**config.mk**
```make
export PLATFORM = sky130hd
export DESIGN_NAME = cve2_sleep_ctrl_flat
export DESIGN_NICKNAME = d
export VERILOG_FILES = /design/src/rtl/cve2_sleep_ctrl_if.sv /design/src/rtl/cve2_sleep_ctrl.sv /design/src/flat_wrapper.sv
export SDC_FILE = /design/constraint.sdc
export NUM_CORES = 1
export LEC_CHECK = 0
export CAP_MARGIN = 10
export CORE_UTILIZATION = 51
export CTS_CLUSTER_SIZE = 16
export DETAILED_ROUTE_END_ITERATION = 12
export DONT_BUFFER_PORTS = 1
export GPL_TIMING_DRIVEN = 0
export PLACE_DENSITY = 0.66
export RECOVER_POWER = 25
export SYNTH_ARGS = -nofsm -noshare
export SYNTH_HDL_FRONTEND = slang
export SYNTH_SLANG_ARGS = --single-unit
```
**constraint.sdc**
```tcl
create_clock -name clk_i -period 2.8 [get_ports clk_i]
set_input_delay 0.56 -clock clk_i [delete_from_list [all_inputs] [get_ports clk_i]]
set_output_delay 0.56 -clock clk_i [all_outputs]
set_load 0.02 [all_outputs]
```
**src/rtl/cve2_sleep_ctrl_if.sv**
```systemverilog
// Core-side sleep/wake signalling and clock-gate enable bundle for cve2_sleep_ctrl.
// Counter outputs are only populated when CVE2_SLEEP_CTRL_STATS_EN is defined.
interface cve2_sleep_ctrl_if;
  logic        sleep_req_i;
  logic        core_busy_i;
  logic        irq_pending_i;
  logic        debug_req_i;
  logic        stats_clr_i;
  logic        clk_en_o;
  logic        core_sleep_o;
  logic        wake_o;
  logic [31:0] gated_cycles_o;
  logic [15:0] sleep_cnt_o;

  modport master (
    output sleep_req_i, core_busy_i, irq_pending_i, debug_req_i, stats_clr_i,
    input  clk_en_o, core_sleep_o, wake_o, gated_cycles_o, sleep_cnt_o
  );

  modport slave (
    input  sleep_req_i, core_busy_i, irq_pending_i, debug_req_i, stats_clr_i,
    output clk_en_o, core_sleep_o, wake_o, gated_cycles_o, sleep_cnt_o
  );
endinterface

```
**src/rtl/cve2_sleep_ctrl.sv**
```systemverilog
// Core clock-gate enable driver: drains WFI requests, gates the clock, restores on irq/debug.
// Define CVE2_SLEEP_CTRL_STATS_EN to build the gated-cycle and sleep-entry counters.
//
// state    | meaning
// ST_RUN   | clock running, watching for a sleep request
// ST_DRAIN | sleep requested, counting quiet cycles before gating
// ST_GATED | clock gated, waiting for irq/debug
// ST_WAKE  | clock restored, holding the minimum run window
module cve2_sleep_ctrl #(
  parameter int unsigned IDLE_CYCLES = 4,
  parameter int unsigned WAKE_CYCLES = 2
) (
  input logic           clk_i,
  input logic           rst_ni,
  cve2_sleep_ctrl_if.slave bus
);

  typedef enum logic [1:0] {ST_RUN, ST_DRAIN, ST_GATED, ST_WAKE} state_e;

  localparam logic [7:0] IDLE_LOAD = 8'(IDLE_CYCLES);
  localparam logic [7:0] WAKE_LOAD = 8'(WAKE_CYCLES);

  state_e     r_state;
  logic [7:0] r_cnt;
  logic       r_clk_en;
  logic       r_core_sleep;
  logic       r_wake;
  logic       w_wake_evt;
  logic       w_gate_entry;

  assign w_wake_evt   = bus.irq_pending_i | bus.debug_req_i;
  assign w_gate_entry = (r_state == ST_DRAIN) & ~w_wake_evt & bus.sleep_req_i &
                        ~bus.core_busy_i & (r_cnt == 8'd0);

  // clk_en_o only ever changes on a rising edge so the gate latch sees a stable enable.
  always_ff @(posedge clk_i or negedge rst_ni) begin
    if (!rst_ni) begin
      r_state      <= ST_RUN;
      r_cnt        <= 8'd0;
      r_clk_en     <= 1'b1;
      r_core_sleep <= 1'b0;
      r_wake       <= 1'b0;
    end else begin
      r_wake <= 1'b0;
      case (r_state)
        ST_RUN: begin
          r_clk_en     <= 1'b1;
          r_core_sleep <= 1'b0;
          if (bus.sleep_req_i && !w_wake_evt) begin
            r_state <= ST_DRAIN;
            r_cnt   <= IDLE_LOAD;
          end
        end
        ST_DRAIN: begin
          if (w_wake_evt || !bus.sleep_req_i) begin
            r_state <= ST_RUN;
          end else if (bus.core_busy_i) begin
            r_cnt <= IDLE_LOAD;
          end else if (r_cnt == 8'd0) begin
            r_state      <= ST_GATED;
            r_clk_en     <= 1'b0;
            r_core_sleep <= 1'b1;
          end else begin
            r_cnt <= r_cnt - 8'd1;
          end
        end
        ST_GATED: begin
          if (w_wake_evt) begin
            r_state      <= ST_WAKE;
            r_clk_en     <= 1'b1;
            r_core_sleep <= 1'b0;
            r_wake       <= 1'b1;
            r_cnt        <= WAKE_LOAD;
          end
        end
        ST_WAKE: begin
          if (r_cnt == 8'd0) r_state <= ST_RUN;
          else               r_cnt   <= r_cnt - 8'd1;
        end
        default: begin
          r_state      <= ST_RUN;
          r_clk_en     <= 1'b1;
          r_core_sleep <= 1'b0;
        end
      endcase
    end
  end

  assign bus.clk_en_o     = r_clk_en;
  assign bus.core_sleep_o = r_core_sleep;
  assign bus.wake_o       = r_wake;

`ifdef CVE2_SLEEP_CTRL_STATS_EN
  logic [31:0] r_gated_cycles;
  logic [15:0] r_sleep_cnt;

  // Clear wins over increment; both counters stick at all-ones.
  always_ff @(posedge clk_i or negedge rst_ni) begin
    if (!rst_ni) begin
      r_gated_cycles <= 32'd0;
      r_sleep_cnt    <= 16'd0;
    end else if (bus.stats_clr_i) begin
      r_gated_cycles <= 32'd0;
      r_sleep_cnt    <= 16'd0;
    end else begin
      if (r_state == ST_GATED && r_gated_cycles != 32'hFFFF_FFFF)
        r_gated_cycles <= r_gated_cycles + 32'd1;
      if (w_gate_entry && r_sleep_cnt != 16'hFFFF)
        r_sleep_cnt <= r_sleep_cnt + 16'd1;
    end
  end

  assign bus.gated_cycles_o = r_gated_cycles;
  assign bus.sleep_cnt_o    = r_sleep_cnt;
`else
  logic w_unused_stats;
  assign w_unused_stats     = bus.stats_clr_i | w_gate_entry;
  assign bus.gated_cycles_o = 32'd0;
  assign bus.sleep_cnt_o    = 16'd0;
`endif

endmodule

```
**src/flat_wrapper.sv**
```systemverilog
// flat-port wrapper written by rule: the top's interface ports become plain ports
module cve2_sleep_ctrl_flat 
#(
  parameter int unsigned IDLE_CYCLES = 4,
  parameter int unsigned WAKE_CYCLES = 2
)
  (clk_i, rst_ni, bus_sleep_req_i, bus_core_busy_i, bus_irq_pending_i, bus_debug_req_i, bus_stats_clr_i, bus_clk_en_o, bus_core_sleep_o, bus_wake_o, bus_gated_cycles_o, bus_sleep_cnt_o);
  cve2_sleep_ctrl_if bus_i ();
  input logic clk_i;
  input logic rst_ni;
  input wire logic [$bits(bus_i.sleep_req_i)-1:0] bus_sleep_req_i;
  input wire logic [$bits(bus_i.core_busy_i)-1:0] bus_core_busy_i;
  input wire logic [$bits(bus_i.irq_pending_i)-1:0] bus_irq_pending_i;
  input wire logic [$bits(bus_i.debug_req_i)-1:0] bus_debug_req_i;
  input wire logic [$bits(bus_i.stats_clr_i)-1:0] bus_stats_clr_i;
  output wire logic [$bits(bus_i.clk_en_o)-1:0] bus_clk_en_o;
  output wire logic [$bits(bus_i.core_sleep_o)-1:0] bus_core_sleep_o;
  output wire logic [$bits(bus_i.wake_o)-1:0] bus_wake_o;
  output wire logic [$bits(bus_i.gated_cycles_o)-1:0] bus_gated_cycles_o;
  output wire logic [$bits(bus_i.sleep_cnt_o)-1:0] bus_sleep_cnt_o;
  assign bus_i.sleep_req_i = bus_sleep_req_i;
  assign bus_i.core_busy_i = bus_core_busy_i;
  assign bus_i.irq_pending_i = bus_irq_pending_i;
  assign bus_i.debug_req_i = bus_debug_req_i;
  assign bus_i.stats_clr_i = bus_stats_clr_i;
  assign bus_clk_en_o = bus_i.clk_en_o;
  assign bus_core_sleep_o = bus_i.core_sleep_o;
  assign bus_wake_o = bus_i.wake_o;
  assign bus_gated_cycles_o = bus_i.gated_cycles_o;
  assign bus_sleep_cnt_o = bus_i.sleep_cnt_o;
  cve2_sleep_ctrl #(.IDLE_CYCLES(IDLE_CYCLES), .WAKE_CYCLES(WAKE_CYCLES)) u_core (.clk_i(clk_i), .rst_ni(rst_ni), .bus(bus_i));
endmodule
```
# Word-level counts from Yosys, hierarchy flattened
# Index checks and enable logic that the tools add are counted.
[totals]
reg_bits = 13
latch_bits = 0
ramBits = 0
rom_bits = 0
input_bits = 7
out_inout_bits = 51
elab_cells = 53
mem_count = 0
[op_classes]
n_addsub = 1
multipliers = 0
n_div = 0
order_cmp = 0
eq_ne = 11
shift = 0
mux = 25
bitwise = 1
n_reduce_logical = 10
[ops]
columns = ["operator", "n"]
rows = [
  ["2-to-1 mux 8 bit", 5],
  ["one-hot mux 8 bit (4 select lines)", 1],
  ["2-to-1 mux 2 bit", 6],
  ["2-to-1 mux 1 bit", 10],
  ["AND reduction 5 bit", 2],
  ["zero test 8 bit", 1],
  ["one-hot mux 2 bit (4 select lines)", 1],
  ["subtractor 8 x 1 -> 8 bit (second input constant)", 1],
  ["!= test 2 x 1 -> 1 bit (second input constant)", 3],
  ["!= test 2 bit (second input constant)", 3],
  ["!= test 3 bit (second input constant)", 2],
  ["one-hot mux 1 bit (3 select lines)", 2],
  ["equality test 2 bit (second input constant)", 2],
  ["AND reduction 3 bit", 1],
  ["nonzero test 3 bit", 1],
  ["equality test 2 x 1 -> 1 bit (second input constant)", 1],
  ["zero test 1 bit", 2],
  ["zero test 2 bit", 1],
  ["logical AND 1 bit", 1],
  ["logical OR 1 bit", 1],
  ["bitwise OR 1 bit", 1],
]

# Longest topological paths before layout
[depth]
word_depth = 5
mapped_depth = 6
ltp_nobuf = 5

# Worst setup path before layout
# No wires, ideal clock.
[synth_path]
path_type = "flip-flop to flip-flop"
startpoint = "reg u_core.r_cnt[3]"
endpoint = "reg (tool-made name)"
arrival_time_ps = 1449
required_ps = 2673
path_slack_ps = 1223
stages_incl_launch_ff = 6
path_buffers = 1
path_cell_list = "dfrtp_1 > nor4_4 > and3_1 > buf_4 > nand2_2 > mux2_1"
[synth_lines]
columns = ["item", "line", "rtl"]
rows = [
  ["start, declared", "cve2_sleep_ctrl.sv:24", "logic [7:0] r_cnt;"],
  ["start signal, assigned", "cve2_sleep_ctrl.sv:64", "r_cnt <= r_cnt - 8'd1;"],
  ["start signal, assigned", "cve2_sleep_ctrl.sv:78", "else r_cnt <= r_cnt - 8'd1;"],
]

==> impl_metrics.ini <==
[pwr]
ir_worst_vdd_mv = 0.335
p_leak_nw = 0.774
total_power_mw = 0.914
power.density_nw_per_um2 = 657

[floorplan]
chipWidth_um = 49.4
start_util_pct = 56.1
core.rowCount = 16
core_area_um2 = 2040
die-area_um2 = 2440
io_pins = 58
die-height_um = 49.4

[grt]
grtUsageTotal_pct = 18.7
grt-ovfl-total = 0
antenna_found_initial = 0
grt_max_degree = 13
grt_pass1_vias = 777
grt_pass1_wl_um = 3420

[cts]
cts_buffers = 3
cts.clk_slew.worst_paths_ns = 0.09
clock_sink_count = 13
cts_tree = built
cts_resized = 0
h-tree-depth = 1
cts.path.max_buffers = 2
cts.root.buffer_cell = clkbuf_4
ctsHoldBuffers = 1
worstSkewPairLatency_ns = 0.28
postCtsSetupRepairBufs = 0

[worst_setup_path]
cp_max_fo = 10
critPathArrivalTime_ns = 1.95
start_kind = flip-flop
crit_required_ns = 2.99
crit_type = flip-flop to flip-flop
rr_worst_depth = 6
cp-end-kind = flip-flop

[logic_synthesis]
synth_top_area_share_pct = 32.1
synth-simple-area-share_pct = 16.4
async_reset_ff_share_pct = 100
synth_compound_area_share_pct = 15.0
synth_top_family_by_area = buffers and inverters
synth_top_area_cell = buf_4
synth_edf_count = 0
synth_adder_area_share_pct = 2.18
yosys-mux-area-fraction_pct = 1.86
ys_top_cells_by_count = buf_4 (49), dfrtp_1 (12), nor2_1 (7)
synth.most_common_cell = buf_4
synthCells = 135
synth_ff_type = dfrtp_1
synth-seq-cells = 13
synth_area_leaders = buf_4 (32%), dfrtp_1 (26%), a31oi_1 (2.7%), dfstp_2 (2.3%), nor2_1 (2.3%)
synth_area_um2 = 1150
synth.yosys.warnings = 0
yosysSeqAreaShare_pct = 28.5
synth_xor_area_share_pct = 0
synth.distinct_cells = 38
avgSynthCellArea_um2 = 8.49

[sta]
fin_hold_ws_ns = 0.117
setup_viol = 0
post-route-period-util_pct = 62.9
worstMarginPinSlew_ns = 0.565
finalCriticalPeriod_ns = 1.76
fin_skew_ns = 0.00633
rsz0062_at_grt = no
fin_setup_tns_ns = 0
clock.fmax_ghz = 0.568
setup_ws_ns = 1.04
drv_slew = 0
maxSlewHeadroom_pct = 62.3
hold_viol = 0

[finish]
nets = 197
fin_cells = 214
area_growth_pct = 21.4
utilization_pct = 68.1
diodes = 0
drive_above_1_share_pct = 29.9
fin_area_um2 = 1390

[place]
pre_cts_ws_ns = 0.975
place_hpwl_um = 1690
place_inst = 209
place.gp.congestion = 0.855
place_area_um2 = 1360
port_buffers = 0

[detailed_routing]
drcViolationCount = 0
avgRoutedWirePerCell_um = 10.0
via_per_inst = 4.49
via_count = 960
firstDrtPassIters = 4
drt_iter0_markers = 19
wirelength_um = 2150
antenna_left = 0

[hold_path]
hp-class = input pin to asynchronous set/reset pin

[flow_run]
drv_cap = 0

[run_status]
status = complete, no violations
[kinds of logic (layout without fill, tap and decap cells)]
family	after synthesis	in the layout
fa+ha+maj	2	2
other cells	1	48
mux	2	2
compound gates	25	25
buf+inv	58	63
flops	13	13
simple gates	34	34
[per-layer routing]
metal / wire length, µm / track usage [%] / vias up
li1: - / - / 467
met1: 820 / 22.0 / 430
met2: 1080 / 32.2 / 59
met3: 202 / 2.80 / 4
met4: 37 / 10.0 / 0
met5: 0 / 0 / -
[registers in the layout, summed over array words and instances (netlist names), named ones only]
| register | cells |
|---|---|
| u_core.r_state | 1 |
| u_core.r_cnt | 8 |
| u_core.bus.wake_o | 1 |
| u_core.bus.core_sleep_o | 1 |
| u_core.bus.clk_en_o | 1 |
[critical path, cell delays in order, from the launching register on]
cell	delay, ns
dfrtp_1	0.32
clkbuf_1	0.30
nand2b_1	0.17
and2_1	0.12
clkbuf_1	0.25
nand3_1	0.24
o31ai_1	0.27
[path summary, 6_finish.rpt]
kind                            slack (ns)                 endpoint               from
worst min-delay path                  0.12      u_core.bus.clk_en_o             rst_ni
min in group clk_i                    0.52        u_core.bus.wake_o  bus_irq_pending_i
max in group asynchronous             1.73  u_core.bus.core_sleep_o             rst_ni
worst max-delay path                  1.04          u_core.r_cnt[4]          flip-flop
worst max register to register        1.04          u_core.r_cnt[4]          flip-flop
worst min register to register        0.53          u_core.r_cnt[0]    u_core.r_cnt[0]
[cell usage in the layout, fill, tap and decap left out, types with 2 or more instances in the layout]
cell type,instances
nor2b_1,3
dfrtp_1,12
inv_1,6
ha_1,2
buf_4,49
nand2b_1,2
nor3_1,4
clkbuf_4,3
o22ai_1,3
nor2_1,7
nand2_1,6
clkbuf_1,3
nand3_1,3
o21ai_0,3
o2bb2ai_1,2
a21o_1,2
conb_1,48
a31oi_1,5
and3_1,2
a21oi_1,3
[cell type report]
cell class / count / area (µm²)
plain buffers: 52 / 387
clock buffers: 4 / 26.3
fillers: 168 / 651
inverters: 6 / 22.5
multi-input cells: 111 / 586
flip-flops and latches: 13 / 327
well taps: 27 / 33.8
repair buffers: 1 / 10.0
[power by group]
| group | leakage (nW) | switching [mW] | internal (mW) |
|---|---|---|---|
| Sequential | 0.171 | 0.0533 | 0.233 |
| Combinational | 0.588 | 0.300 | 0.207 |
| Clock | 0.0150 | 0.0649 | 0.0553 |
(Power assumes the default switching activity.)
